## config.mk

```make
export PLATFORM = sky130hd
export DESIGN_NAME = i2c_txn_sequencer
export DESIGN_NICKNAME = d
export VERILOG_FILES = /design/src/rtl/i2c_txn_sequencer.sv
export SDC_FILE = /design/constraint.sdc
export NUM_CORES = 1
export LEC_CHECK = 0
export ABC_AREA = 1
export BUFFER_PORTS_ARGS = -buffer_cell sky130_fd_sc_hd__clkbuf_2
export CAP_MARGIN = 20
export CELL_PAD_IN_SITES_DETAIL_PLACEMENT = 0
export CELL_PAD_IN_SITES_GLOBAL_PLACEMENT = 1
export CORE_UTILIZATION = 42
export CTS_BUF_LIST = sky130_fd_sc_hd__clkbuf_8
export DETAILED_ROUTE_END_ITERATION = 12
export PLACE_DENSITY_LB_ADDON = 0.1
export SETUP_SLACK_MARGIN = 0.2
export SLEW_MARGIN = 20
export SYNTH_ARGS = -nofsm -noshare
export SYNTH_HDL_FRONTEND = slang
export SYNTH_SLANG_ARGS = --single-unit
```

## constraint.sdc

```tcl
create_clock -name clk -period 2.75 [get_ports clk]
set_input_delay 0.825 -clock clk [delete_from_list [all_inputs] [get_ports clk]]
set_output_delay 0.825 -clock clk [all_outputs]
set_load 0.02 [all_outputs]
```

## src/rtl/i2c_txn_sequencer.sv

```systemverilog
// Descriptor FIFO and scheduler in front of the I2C master's buffer-load/begin path.
// Define I2C_SEQ_RETRY_EN to reissue failed unchained descriptors after a back-off.
module i2c_txn_sequencer #(
  parameter int DEPTH          = 4,
  parameter int MAX_RETRY      = 3,
  parameter int BACKOFF_CYCLES = 64
) (
  input  logic                   clk,
  input  logic                   n_rst,
  input  logic                   cmd_valid,
  output logic                   cmd_ready,
  input  logic [9:0]             cmd_addr,
  input  logic                   cmd_addr_mode,
  input  logic                   cmd_dir,
  input  logic [7:0]             cmd_count,
  input  logic                   cmd_chain,
  input  logic                   flush,
  input  logic                   ctrl_busy,
  input  logic                   ctrl_complete,
  input  logic                   ctrl_ack_error,
  input  logic                   ctrl_arb_lost,
  output logic                   begin_set,
  output logic [9:0]             cur_addr,
  output logic                   cur_addr_mode,
  output logic                   cur_dir,
  output logic [7:0]             cur_count,
  output logic                   seq_busy,
  output logic                   done_pulse,
  output logic                   fail_pulse,
  output logic [1:0]             fail_code,
  output logic [$clog2(DEPTH):0] queue_level
);
  localparam int AW = $clog2(DEPTH);

  typedef struct packed {
    logic [9:0] addr;
    logic       mode;
    logic       dir;
    logic [7:0] count;
    logic       chain;
  } desc_t;

  typedef enum logic [2:0] {
    IDLE, ISSUE, WAIT_BUSY, ACTIVE, CHAIN_PEND
`ifdef I2C_SEQ_RETRY_EN
    , BACKOFF
`endif
  } state_t;

  desc_t         mem [DEPTH];
  desc_t         head, cur;
  logic [AW-1:0] wr_ptr, rd_ptr;
  logic [AW:0]   level;
  logic          empty, full, push, pop;
  state_t        state, state_n;
  logic          next_pending, no_retry, tracking, finish;
  logic          set_pend, clr_pend, clr_err, advanced, res_done, res_fail;
  logic [1:0]    err_code, err_now, res_code;

  assign empty       = (level == '0);
  assign full        = (level == (AW+1)'(DEPTH));
  assign cmd_ready   = !full && !flush;
  assign push        = cmd_valid && cmd_ready;
  assign head        = mem[rd_ptr];
  assign queue_level = level;
  assign seq_busy    = (state != IDLE) || !empty;
  assign tracking    = (state == WAIT_BUSY) || (state == ACTIVE) || (state == CHAIN_PEND);
  assign {cur_addr, cur_addr_mode, cur_dir, cur_count} = {cur.addr, cur.mode, cur.dir, cur.count};

  always_ff @(posedge clk)
    if (push) mem[wr_ptr] <= '{cmd_addr, cmd_addr_mode, cmd_dir, cmd_count, cmd_chain};

  always_ff @(posedge clk or negedge n_rst)
    if (!n_rst) begin
      wr_ptr <= '0;
      rd_ptr <= '0;
      level  <= '0;
    end else if (flush) begin
      wr_ptr <= '0;
      rd_ptr <= '0;
      level  <= '0;
    end else begin
      if (push) wr_ptr <= wr_ptr + 1'b1;
      if (pop)  rd_ptr <= rd_ptr + 1'b1;
      level <= level + (AW+1)'(push) - (AW+1)'(pop);
    end

  // Arbitration loss outranks NACK, including an error arriving with ctrl_complete.
  always_comb begin
    if (ctrl_arb_lost || err_code == 2'd2)       err_now = 2'd2;
    else if (ctrl_ack_error || err_code == 2'd1) err_now = 2'd1;
    else                                         err_now = 2'd0;
  end

`ifdef I2C_SEQ_RETRY_EN
  localparam int RW = ($clog2(MAX_RETRY+1) < 2) ? 2 : $clog2(MAX_RETRY+1);
  localparam int BW = $clog2(BACKOFF_CYCLES+1);
  logic [RW-1:0] retry_cnt;
  logic [BW-1:0] bo_cnt;
  logic          retry_inc;

  always_ff @(posedge clk or negedge n_rst)
    if (!n_rst) begin
      retry_cnt <= '0;
      bo_cnt    <= '0;
    end else begin
      if (pop)            retry_cnt <= '0;
      else if (retry_inc) retry_cnt <= retry_cnt + 1'b1;
      bo_cnt <= (state == BACKOFF) ? bo_cnt + 1'b1 : '0;
    end
`else
  logic unused_cfg;
  assign unused_cfg = ^{MAX_RETRY[0], BACKOFF_CYCLES[0]};
`endif

  always_comb begin
    state_n   = state;
    pop       = 1'b0;
    begin_set = 1'b0;
    set_pend  = 1'b0;
    clr_pend  = 1'b0;
    clr_err   = 1'b0;
    advanced  = 1'b0;
    finish    = 1'b0;
    res_done  = 1'b0;
    res_fail  = 1'b0;
    res_code  = 2'd0;
`ifdef I2C_SEQ_RETRY_EN
    retry_inc = 1'b0;
`endif
    case (state)
      IDLE: if (!empty && !flush) begin
        pop     = 1'b1;
        state_n = ISSUE;
      end
      ISSUE: begin
        begin_set = 1'b1;
        clr_err   = 1'b1;
        state_n   = WAIT_BUSY;
      end
      WAIT_BUSY: if (ctrl_busy) state_n = cur.chain ? CHAIN_PEND : ACTIVE;
      // Completion before a follower arrives ends the chain as if unchained.
      CHAIN_PEND:
        if (ctrl_complete) finish = 1'b1;
        else if (!empty && !flush) begin
          begin_set = 1'b1;
          set_pend  = 1'b1;
          state_n   = ACTIVE;
        end
      ACTIVE: if (ctrl_complete) finish = 1'b1;
`ifdef I2C_SEQ_RETRY_EN
      BACKOFF: if (bo_cnt == BW'(BACKOFF_CYCLES-1)) state_n = ISSUE;
`endif
      default: state_n = IDLE;
    endcase

    if (finish) begin
      state_n  = IDLE;
      res_done = (err_now == 2'd0);
      res_fail = (err_now != 2'd0);
      res_code = err_now;
      if (next_pending) begin
        clr_pend = 1'b1;
        // Master already began the follower; load it now for its LOAD_BUFFER.
        if (!empty && !flush) begin
          pop      = 1'b1;
          advanced = 1'b1;
          clr_err  = 1'b1;
          state_n  = head.chain ? CHAIN_PEND : WAIT_BUSY;
        end
      end
`ifdef I2C_SEQ_RETRY_EN
      else if (res_fail && !no_retry) begin
        if (retry_cnt < RW'(MAX_RETRY)) begin
          retry_inc = 1'b1;
          res_fail  = 1'b0;
          state_n   = BACKOFF;
        end else begin
          res_code = 2'd3;
        end
      end
`endif
    end
  end

  always_ff @(posedge clk or negedge n_rst)
    if (!n_rst) begin
      state        <= IDLE;
      cur          <= '0;
      next_pending <= 1'b0;
      no_retry     <= 1'b0;
      err_code     <= 2'd0;
      done_pulse   <= 1'b0;
      fail_pulse   <= 1'b0;
      fail_code    <= 2'd0;
    end else begin
      state <= state_n;
      if (pop) begin
        cur      <= head;
        no_retry <= advanced;
      end
      if (set_pend)      next_pending <= 1'b1;
      else if (clr_pend) next_pending <= 1'b0;
      if (clr_err)       err_code <= 2'd0;
      else if (tracking) err_code <= err_now;
      done_pulse <= res_done;
      fail_pulse <= res_fail;
      fail_code  <= res_fail ? res_code : 2'd0;
    end
endmodule

```

==> impl_metrics.json, run 1 <==
{
  "drt-pass1-iter-count": 10,
  "nets": 545,
  "place.gp.congestion": 0.799,
  "required_ns": 1.93,
  "r2r-start": "state[0]$_DFFE_PN0P_",
  "p_leak_nw": 2.54,
  "drv_slew": 0,
  "fin_worst_skew_ns": 0.00589,
  "violations": "DRC",
  "synthTopCellsByCount": "edfxtp_1, nand2_1, nor2_1",
  "root_buffer": "clkbuf_8",
  "place_area_sq_mm": 0.00555,
  "nFillCells": 1061,
  "track_usage": 0.189,
  "final_util": 0.513,
  "place_worst_setup_slack_ns": 0.0556,
  "grt_overflow": 0,
  "cts_tree": "built",
  "syn-num-nets": 489,
  "reg2regPathDepth": 13,
  "synth_seq_cells": 122,
  "r2r-end": "queue_level[2]$_DFF_PN0_",
  "core-area_sq_mm": 0.0116,
  "die_area_sq_mm": 0.0126,
  "yosys-top-cells-area": "edfxtp_1, dfrtp_1, nand2_1",
  "vias": 3357,
  "synth_top_area_cell": "edfxtp_1",
  "slowest_stage": "dfrtp_2",
  "antenna_found_initial": 0,
  "min_period_over_period": 0.886,
  "rows": 39,
  "routed_wl_microns": 10700,
  "grt_max_degree": 47,
  "ys.flop_type": "edfxtp_1",
  "drc_errors": 2,
  "cp_common_cell": "nor2_4",
  "finalInstanceArea_sq_mm": 0.00596,
  "drv_cap": 0,
  "antenna_cells": 0,
  "critPathMaxFanout": 7,
  "area.growth.synth_to_final_pct": 16.7,
  "syn-mean-instance-area_sq_um": 11.3,
  "drive_above_1_share": 0.239,
  "p_clk_frac": 0.264,
  "synth_edf_count": 84,
  "hold_violations": 0,
  "clk_pin_slew_ns": 0.07,
  "dp_hpwl_microns": 6560,
  "io_pins": 59,
  "netlist.area_leader.share": 0.494,
  "cts-htree-levels": 4,
  "first_global_vias": 3384,
  "switching_power_mw": 2.13,
  "slowest_delay_ns": 0.44,
  "first_iter_violations": 204,
  "internal_power_mw": 3.80,
  "whs_ns": 0.349,
  "final_antenna_net_count": 0,
  "die_w_microns": 112,
  "crit_arrival_ns": 1.61,
  "criticalPathCategory": "flop to output port",
  "fmax_mhz": 410,
  "path_cells": "nor2_4 -> nor2_2 -> nor2_4 -> inv_4 -> nand3_1 -> nand2_1 -> clkbuf_2",
  "synth_warnings": 0,
  "multiInputGateArea_sq_mm": 0.00131,
  "powerDensity_mw_per_mm2": 994,
  "finalSetupViolations": 0,
  "die_h_microns": 112,
  "pwr-share-seq": 0.414,
  "portBuffers": 58,
  "worstMarginPinSlew_ns": 0.664,
  "setup_slack_ns": 0.312,
  "ir_worst_vdd_mv": 0.422,
  "relSlewSlack": 0.557,
  "synth.distinct_cells": 27,
  "yosysMostFrequentCell": "edfxtp_1",
  "clock_sinks": 122,
  "p_sw_frac": 0.359,
  "synth_area_sq_mm": 0.00511,
  "grt_pass1_wl_microns": 17800,
  "cts_buffer_depth": 2,
  "seq_area_sq_mm": 0.00348,
  "syn_inst": 453,
  "status": "finished with violations",
  "fin_crit_ns": 2.44,
  "seq_area_frac_synth": 0.680,
  "synthArstFlopShare": 0.311,
  "start_kind": "flop",
  "r2r_slack_ns": 0.48,
  "clk-insertion-delay-late_ns": 0.43,
  "cts_inserted_buffers": 17,
  "initial_core_util": 0.440,
  "finalSetupTns_ns": 0,
  "wl_per_cell_microns": 16.0,
  "end_kind": "output port",
  "p_comb_frac": 0.322,
  "rsz0062_at_grt": "no",
  "via_per_inst": 5.05,
  "hold_path.class": "input port to asynchronous set/reset pin",
  "setup.worst_path.start": "state[0]$_DFFE_PN0P_"
}
## worst max-delay path: cells and delay by family (launching register included)
family / cells / cell delay (ns)
buffers and inverters: 2 / 0.22
flip-flops: 1 / 0.44
AND/OR/NAND/NOR: 5 / 0.52
## layer usage
metal,vias to the layer above,GRT usage,wire length (microns)
met2,84,0.299,4970
met1,1613,0.252,5050
met5,-,0,0
met3,14,0.0421,455
met4,0,0.0791,173
li1,1646,-,-
## kinds of logic after synthesis
kind of cell             count (synthesis)  synth area share
AND/OR/NAND/NOR                        183             0.154
flip-flops                             122             0.680
XOR/XNOR                                 3           0.00514
AO/OA/AOI/OAI                           71            0.0752
adder cells (fa/ha/maj)                  7            0.0186
buffers and inverters                   67            0.0671
## registers in the layout, indices dropped and copies added, names as in the netlist, 2 cells and up
register / count
cur_addr: 10
cur_count: 8
err_code: 2
fail_code: 2
mem: 84
queue_level: 3
rd_ptr: 2
state: 3
wr_ptr: 2
## layout make-up
class,count,share of cell area
well taps,143,0.0300
flip-flops and latches,122,0.583
repair buffers,74,0.0815
multi-input cells,264,0.220
clock inverters,15,0.0265
inverters,30,0.0193
clock buffers,17,0.0393
## worst max path at each step
stage | endpoint | depth (start not counted)
after floorplan | queue_level[2]$_DFF_PN0_ | 13
after global placement | queue_level[2]$_DFF_PN0_ | 13
after detailed placement | queue_level[2]$_DFF_PN0_ | 13
after CTS | begin_set | 7
after global routing | begin_set | 7
final | begin_set | 7
## power by group through the flow
stage / clock, mW / combinational, mW / sequential [mW]
5_1_grt: 1.69 / 2.16 / 2.49
2_1_floorplan: 0 / 1.44 / 2.50
3_3_place_gp: 0 / 1.89 / 2.48
4_1_cts: 1.61 / 1.91 / 2.45
3_5_place_dp: 0 / 1.90 / 2.49
6_report: 1.56 / 1.91 / 2.45
## cells in the final DEF, fill, tap and decap left out, types with 10 or more instances in the layout
cell type	netlist	layout
edfxtp_1	84	84
nand2_1	80	79
clkbuf_2	0	58
nor2_1	56	52
o21ai_0	45	45
nand3_1	36	36
dfrtp_1	38	35
inv_1	24	25
o22ai_1	20	20
clkbuf_8	0	17
buf_4	18	10
## through the flow
stage / cells / power [mW]
floorplan: 453 / 3.95
global placement: 631 / 4.38
detailed placement: 631 / 4.39
CTS: 663 / 5.97
global route: 665 / 6.34
finish: 665 / 5.92
## repair_timing
item / in CTS / in global routing
pin swaps: 1 / 2
gates resized for setup: 0 / 4
setup endpoints to repair: 1 / 1
buffers inserted: 0 / 2
hold buffers: 0 / 0
gates cloned: 0 / 0
No activity file was read; power rests on OpenSTA's default activity.
==> run 2, diff against run 1 <==
Settings changed: CELL_PAD_IN_SITES_DETAIL_PLACEMENT 0 to 1, CELL_PAD_IN_SITES_GLOBAL_PLACEMENT 1 to 2, CORE_UTILIZATION 42 to 40.
==> impl_metrics.json, run 2 (same netlist as run 1, synthesis figures left out) <==
{
  "status": "completed",
  "path_cells": "nor2_4 -> nand2_1 -> inv_1 -> nand3_2 -> nand2_1 -> buf_2",
  "antenna_found_initial": 0,
  "final_cell_mix": "edfxtp_1, nand2_1, clkbuf_2",
  "cts-htree-levels": 4,
  "worstMarginPinSlew_ns": 0.712,
  "die_area_sq_mm": 0.0132,
  "grt_pass1_wl_microns": 18600,
  "relSlewSlack": 0.525,
  "cts_buffer_depth": 2,
  "r2r_slack_ns": 0.51,
  "routed_wl_microns": 11600,
  "final_antenna_net_count": 0,
  "hold_buffers": 0,
  "required_ns": 1.93,
  "cp.buffers_inverters": 2,
  "largest_register_ffs": 84,
  "rsz0062_at_grt": "no",
  "r2r-start": "queue_level[1]$_DFF_PN0_",
  "start_kind": "flop",
  "core-area_sq_mm": 0.0122,
  "portBuffers": 58,
  "place.gp.congestion": 0.793,
  "endpoint": "begin_set",
  "path_depth": 6,
  "top_register": "mem",
  "rows": 40,
  "cts_tree": "built",
  "finalPower_mw": 5.95,
  "finalSetupTns_ns": 0,
  "grt_overflow": 0,
  "clk-insertion-delay-late_ns": 0.44,
  "crit_family": "flip-flops",
  "drv_slew": 0,
  "drc_errors": 0,
  "cts_inserted_buffers": 17,
  "mostFrequentLayoutCell": "edfxtp_1",
  "r2r-end": "queue_level[2]$_DFF_PN0_",
  "slowest_stage": "dfrtp_2",
  "die_h_microns": 115,
  "die_w_microns": 115,
  "fmax_mhz": 417,
  "setup.worst_path.start": "state[1]$_DFFE_PN0P_",
  "area.growth.synth_to_final_pct": 17.0,
  "min_period_over_period": 0.872,
  "hold_violations": 0,
  "reg2regPathDepth": 13,
  "ir_worst_vdd_mv": 0.527,
  "p_leak_nw": 2.53,
  "cp_common_cell": "nand2_1",
  "dp_hpwl_microns": 7210,
  "drv_cap": 0,
  "criticalPathCategory": "flop to output port",
  "hold_path.class": "input port to asynchronous set/reset pin",
  "powerDensity_mw_per_mm2": 995,
  "grt_max_degree": 47,
  "end_kind": "output port",
  "vias": 3428,
  "antenna_cells": 0,
  "crit_arrival_ns": 1.57,
  "via_per_inst": 4.98,
  "nets": 544,
  "first_iter_violations": 180,
  "wl_per_cell_microns": 16.8,
  "critPathMaxFanout": 4,
  "io_pins": 59,
  "drt-pass1-iter-count": 5,
  "finalSetupViolations": 0,
  "first_global_vias": 3626,
  "clk_pin_slew_ns": 0.07,
  "drive_above_1_share": 0.244,
  "clock_sinks": 122,
  "slowest_delay_ns": 0.44,
  "root_buffer": "clkbuf_8",
  "track_usage": 0.195,
  "initial_core_util": 0.418,
  "fin_worst_skew_ns": 0.0115,
  "nFillCells": 1372,
  "fin_crit_ns": 2.40
}
## run 2: how the worst min path moves through the flow
stage | from | end | slack (ns) | depth (start not counted)
after floorplan | cur_addr[2]$_DFFE_PN0P_ | cur_addr[2]$_DFFE_PN0P_ | 0.48 | 2
after global placement | cur_addr[9]$_DFFE_PN0P_ | cur_addr[9]$_DFFE_PN0P_ | 0.49 | 2
after detailed placement | cur_count[7]$_DFFE_PN0P_ | cur_count[7]$_DFFE_PN0P_ | 0.50 | 2
after CTS | n_rst | queue_level[2]$_DFF_PN0_ | 0.42 | 1
after global routing | n_rst | queue_level[2]$_DFF_PN0_ | 0.44 | 1
final | n_rst | next_pending$_DFFE_PN0P_ | 0.41 | 1
## run 2: repair_timing
item                                   CTS  global route
buffers inserted                         1             0
gates resized for setup                  0             7
setup endpoints to repair                1             1
endpoints found under the hold margin    0             0
gates cloned                             0             0
pin swaps                                1             0
## run 2: layer usage
metal  part of all wire  up-vias  wire, microns  GRT usage
met3              0.032       22            373     0.0474
met2               0.50       68           5810      0.332
met5                  0        -              0          0
met1               0.44     1693           5150      0.234
met4              0.024        0            274     0.0935
li1                   -     1645              -          -
## run 2: cell type report
type,count,area (sq um),area share
tap,168,210,0.0352
clock inverter,15,159,0.0266
clock buffer,17,234,0.0391
inverter,30,113,0.0188
timing repair buffer,73,465,0.0779
sequential,122,3480,0.582
multi-input combinational,264,1320,0.221
## run 2: where the power goes
part / switching [mW] / leakage, nW / internal [mW]
combinational: 1.29 / 1.08 / 0.625
clock: 0.695 / 0.203 / 0.878
sequential: 0.179 / 1.25 / 2.28
## run 2: stage by stage
step | std cells | util | hold WS (ns) | area, sq um | setup WS [ns]
2_1_floorplan | 453 | - | 0.477 | 5130 | 0.200
3_3_place_gp | 656 | 0.456 | 0.491 | 5570 | 0.175
3_5_place_dp | 656 | 0.456 | 0.499 | 5570 | 0.0942
4_1_cts | 689 | 0.489 | 0.416 | 5970 | 0.231
5_1_grt | 689 | 0.490 | 0.439 | 5980 | 0.209
6_report | 689 | 0.490 | 0.408 | 5980 | 0.352
